<file path="src/rtl/uart_tx_ctrl.sv">
// uart_tx_ctrl: 8-bit UART transmitter with optional parity, started by a trigger rising edge
//   clk_i       - single clock, rising edge
//   rstn_i      - synchronous active-low reset
//   tr_signal_i - transmit trigger (clk_i-synchronous); a rising edge in IDLE starts a frame
//   data_i      - byte to send, latched when the trigger is accepted
//   tx_o        - registered serial line, idle high
//   busy_o      - high while a frame is on the line
//   done_o      - one-cycle pulse in the first idle cycle after a frame
module uart_tx_ctrl #(
    parameter int CLKS_PER_BIT = 10416,
    parameter bit PARITY_EN    = 1'b0,
    parameter bit PARITY_ODD   = 1'b0
) (
    input  logic       clk_i,
    input  logic       rstn_i,
    input  logic       tr_signal_i,
    input  logic [7:0] data_i,
    output logic       tx_o,
    output logic       busy_o,
    output logic       done_o
);
    localparam int CW = $clog2(CLKS_PER_BIT);
    typedef enum logic [2:0] {IDLE, START, DATA, PARITY, STOP} state_t;
    state_t state_q, state_d;
    logic [CW-1:0] cnt_q, cnt_d;
    logic [2:0] idx_q, idx_d;
    logic [7:0] sh_q, sh_d;
    logic par_q, par_d, trig_q, tx_q, tx_d, busy_q, done_q, done_d, start, last;
    assign start = tr_signal_i & ~trig_q;
    assign last = cnt_q == CW'(CLKS_PER_BIT - 1);
    assign tx_o = tx_q;
    assign busy_o = busy_q;
    assign done_o = done_q;
    always_comb begin
        state_d = state_q;
        cnt_d = last ? '0 : cnt_q + 1'b1;
        idx_d = idx_q;
        sh_d = sh_q;
        par_d = par_q;
        done_d = 1'b0;
        case (state_q)
            IDLE: begin
                cnt_d = '0;
                if (start) begin
                    state_d = START;
                    sh_d = data_i;
                    par_d = PARITY_ODD ? ~^data_i : ^data_i;
                    idx_d = 3'd0;
                end
            end
            START: if (last) state_d = DATA;
            DATA: if (last) begin
                if (idx_q == 3'd7) state_d = PARITY_EN ? PARITY : STOP;
                else begin
                    idx_d = idx_q + 3'd1;
                    sh_d = sh_q >> 1;
                end
            end
            PARITY: if (last) state_d = STOP;
            STOP: if (last) begin
                state_d = IDLE;
                done_d = 1'b1;
            end
            default: state_d = IDLE;
        endcase
        // outputs are registered from the next state so they line up with it
        tx_d = state_d == START ? 1'b0 : state_d == DATA ? sh_d[0] : state_d == PARITY ? par_d : 1'b1;
    end
    always_ff @(posedge clk_i) begin
        if (!rstn_i) begin
            state_q <= IDLE;
            cnt_q <= '0;
            idx_q <= 3'd0;
            sh_q <= 8'd0;
            par_q <= 1'b0;
            trig_q <= 1'b1;
            tx_q <= 1'b1;
            busy_q <= 1'b0;
            done_q <= 1'b0;
        end else begin
            state_q <= state_d;
            cnt_q <= cnt_d;
            idx_q <= idx_d;
            sh_q <= sh_d;
            par_q <= par_d;
            trig_q <= tr_signal_i;
            tx_q <= tx_d;
            busy_q <= state_d != IDLE;
            done_q <= done_d;
        end
    end
endmodule
</file>
<file path="config.mk">
export PLATFORM = sky130hd
export DESIGN_NAME = uart_tx_ctrl
export DESIGN_NICKNAME = d
export VERILOG_FILES = /design/src/rtl/uart_tx_ctrl.sv
export SDC_FILE = /design/constraint.sdc
export NUM_CORES = 1
export LEC_CHECK = 0
export ABC_AREA = 1
export CORE_ASPECT_RATIO = 1.25
export CORE_UTILIZATION = 57
export CTS_BUF_LIST = sky130_fd_sc_hd__clkbuf_16
export DETAILED_ROUTE_END_ITERATION = 12
export HOLD_SLACK_MARGIN = 0.06
export PLACE_DENSITY_LB_ADDON = 0.25
export SLEW_MARGIN = 20
export SYNTH_ARGS = -nofsm -noshare
export SYNTH_HDL_FRONTEND = slang
export SYNTH_SLANG_ARGS = --single-unit
</file>
<file path="constraint.sdc">
create_clock -name clk_i -period 1.89 [get_ports clk_i]
set_input_delay 0.189 -clock clk_i [delete_from_list [all_inputs] [get_ports clk_i]]
set_output_delay 0.189 -clock clk_i [all_outputs]
set_load 0.05 [all_outputs]
</file>
==> impl_metrics.json <==
{
  "clkSinkCount": 33,
  "yosys.area.top_type_share_pct": 36.19,
  "crit_fanout": 4,
  "min_period_ns": 1.742,
  "worst_ep_arrival_time_ns": 1.90,
  "tightest_slew_ns": 0.4935,
  "ys_seq_area_share_pct": 36.19,
  "cts_setup_buffers": 0,
  "areaGrowthSynthToFinish_pct": 16.24,
  "num_rows": 22,
  "syn_inst": 258,
  "ant_nets": 0,
  "gp_congestion": 0.7790,
  "avgViaCountPerCell": 5.131,
  "powerDensity_mw_per_mm2": 749.0,
  "fin_skew_ns": 0.003371,
  "clkSlewWorstSetupHoldPaths_ns": 0.05,
  "fin_ws_ns": 0.1477,
  "slew_headroom_pct": 66.99,
  "grt_util_all_layers_pct": 24.52,
  "share_seq_of_total_power_pct": 45.3,
  "hpwl_mm": 2.657,
  "pwr-share-clk_pct": 46.3,
  "yosysUniqueCellTypes": 31,
  "pin_count": 14,
  "clockBufferDepth": 2,
  "start_util_pct": 60.84,
  "worstSetupStartpointType": "flip-flop",
  "hp-class": "reg2reg",
  "synth_common_cells": "nand2_1 (65), inv_1 (38), dfxtp_1 (33), nor2_1 (30), nand3_1 (17)",
  "ir_worst_vdd_v": 0.0006415,
  "via_count": 1606,
  "cts_tree": "yes",
  "grt-ovfl-total": 0,
  "path_class": "reg2reg",
  "grt_first_pass_wirelength_mm": 6.120,
  "synth_area_mm2": 0.001826,
  "synthTopCellsByArea": "dfxtp_1 (36%), nand2_1 (13%), inv_1 (7.8%)",
  "ctsRootBufferMaster": "clkbuf_16",
  "antenna_found_initial": 0,
  "ys.flop_type": "dfxtp_1",
  "startpoint": "cnt_q[0]",
  "dieHeight_um": 65.27,
  "synth_area_leader_cell": "dfxtp_1",
  "hold_ws_ns": 0.4448,
  "n_antenna_cell": 0,
  "grt_max_degree": 10,
  "cp.required_ns": 2.05,
  "final_nets": 291,
  "synth_most_common_cell": "nand2_1",
  "cts_buffers": 5,
  "syn-num-nets": 272,
  "p_comb_share_pct": 8.4,
  "async_flop_share_pct": 0,
  "portBuffers": 13,
  "period_share_pct": 92.18,
  "max_freq_ghz": 0.5740,
  "dieWidth_um": 52.62,
  "drt_wl_total_mm": 3.479,
  "htreeDepth": 2,
  "p_switching_mw": 0.3509,
  "rsz0062_at_grt": "false",
  "dp_slack_ns": 0.1849,
  "remaining_drc_errors": 0,
  "ctsHoldBuffers": 0,
  "reg2reg_to": "cnt_q[10]",
  "cap_viol_max_count": 0,
  "synth_seq_cells": 33,
  "core_mm2": 0.003000,
  "finalSetupViolations": 0,
  "first_iter_violations": 38,
  "crit_end": "cnt_q[10]",
  "worstRegToRegCells": 8,
  "slew_viol_final": 0,
  "ys_warn_count": 0,
  "wire_per_inst_um": 11.12,
  "dr.pass1.iters": 4,
  "r2r_setup_slack_ns": 0.15,
  "power_leakage_nw": 0.9670,
  "hold_viol": 0,
  "status": "finished clean",
  "power.share.switching_pct": 22.08,
  "drive_gt1_share_pct": 11.55,
  "worstReg2RegStart": "cnt_q[0]",
  "ctsResizeCount": 0,
  "finalSetupTns_ns": 0,
  "avgSynthCellArea_um2": 7.076,
  "grt_pass1_vias": 1497,
  "die_area_mm2": 0.003434,
  "internal_power_mw": 1.239,
  "worst_setup_path_end_kind": "flip-flop",
  "synth_edf_count": 0,
  "clk_latency_ns": 0.27
}
-- worst max-delay path, cell delays in order, from the launching register on --
cell     delay [ns]
dfxtp_1        0.34
ha_1           0.25
nand3_4        0.14
nor3_2         0.17
nand2_1        0.11
nor2_2         0.17
nand3_1        0.13
o21ai_0        0.24
a21oi_1        0.07
-- cells in the final DEF (no fill, tap or decap), drive strengths merged --
master          n
a21oi          14
nor4            2
nor2           38
or2             3
o22ai           4
o21ai           8
clkbuf          5
xnor2           2
nand3          21
inv            44
clkdlybuf4s50  13
nor3            6
nand2          68
o21a            5
buf             1
clkinv          1
dfxtp          33
ha              3
nand4           6
-- per-layer routing --
layer,up-vias,part of all wire [%],track usage (%)
met1,714,43,24.61
met4,0,3.0,12.17
li1,856,-,-
met5,-,0,0
met2,27,51,45.25
met3,9,2.9,5.787
-- power groups by stage --
| stage | combinational [mW] | sequential (mW) | clock, mW |
|---|---|---|---|
| after floorplan | 0.0788 | 0.740 | 0 |
| final | 0.134 | 0.720 | 0.735 |
| after CTS | 0.135 | 0.720 | 0.751 |
| after global routing | 0.152 | 0.721 | 0.777 |
| after global placement | 0.131 | 0.734 | 0 |
| after detailed placement | 0.134 | 0.734 | 0 |
-- state kept, by name (all words and copies together) (netlist names) --
| name | flops |
|---|---|
| state_q | 3 |
| idx_q | 3 |
| trig_q | 1 |
| done_o | 1 |
| tx_o | 1 |
| par_q | 1 |
| busy_o | 1 |
| sh_q | 8 |
| cnt_q | 14 |
-- worst min path at each step --
stage | from | to | slack, ns | cells after the start
detailed placement | cnt_q[0] | cnt_q[0] | 0.44 | 1
CTS | cnt_q[0] | cnt_q[0] | 0.45 | 1
global placement | cnt_q[0] | cnt_q[0] | 0.43 | 1
floorplan | tr_signal_i | trig_q | 0.30 | 1
global route | sh_q[2] | sh_q[2] | 0.48 | 2
finish | cnt_q[0] | cnt_q[0] | 0.44 | 1
-- area by class of cell --
class / count / area [um2]
Sequential cell: 33 / 660.6
Timing Repair Buffer: 14 / 137.6
Multi-Input combinational cell: 180 / 984.7
Clock inverter: 2 / 7.507
Clock buffer: 5 / 125.1
Fill cell: 240 / 878.3
Tap cell: 36 / 45.04
Inverter: 43 / 161.4
-- metrics by stage --
| step | power (mW) | instance area [um2] | std cells | utilization [%] |
|---|---|---|---|---|
| final | 1.589 | 2122 | 313 | 70.73 |
| after global routing | 1.650 | 2122 | 313 | 70.73 |
| after CTS | 1.607 | 2122 | 313 | 70.73 |
| after detailed placement | 0.8684 | 1989 | 306 | 66.31 |
| after global placement | 0.8647 | 1989 | 306 | 66.31 |
| after floorplan | 0.8190 | 1826 | 258 | - |
-- logic make-up (layout without fill, tap and decap cells) --
kind of cell,count (synthesis),after routing,share of synthesized area [%]
simple gates,144,144,41.26
buf+inv,45,64,9.870
flops,33,33,36.19
compound gates,31,31,9.664
fa+ha+maj,3,3,2.056
xor+xnor,2,2,0.9597
Note: power is estimated with default switching activity, not from simulation.
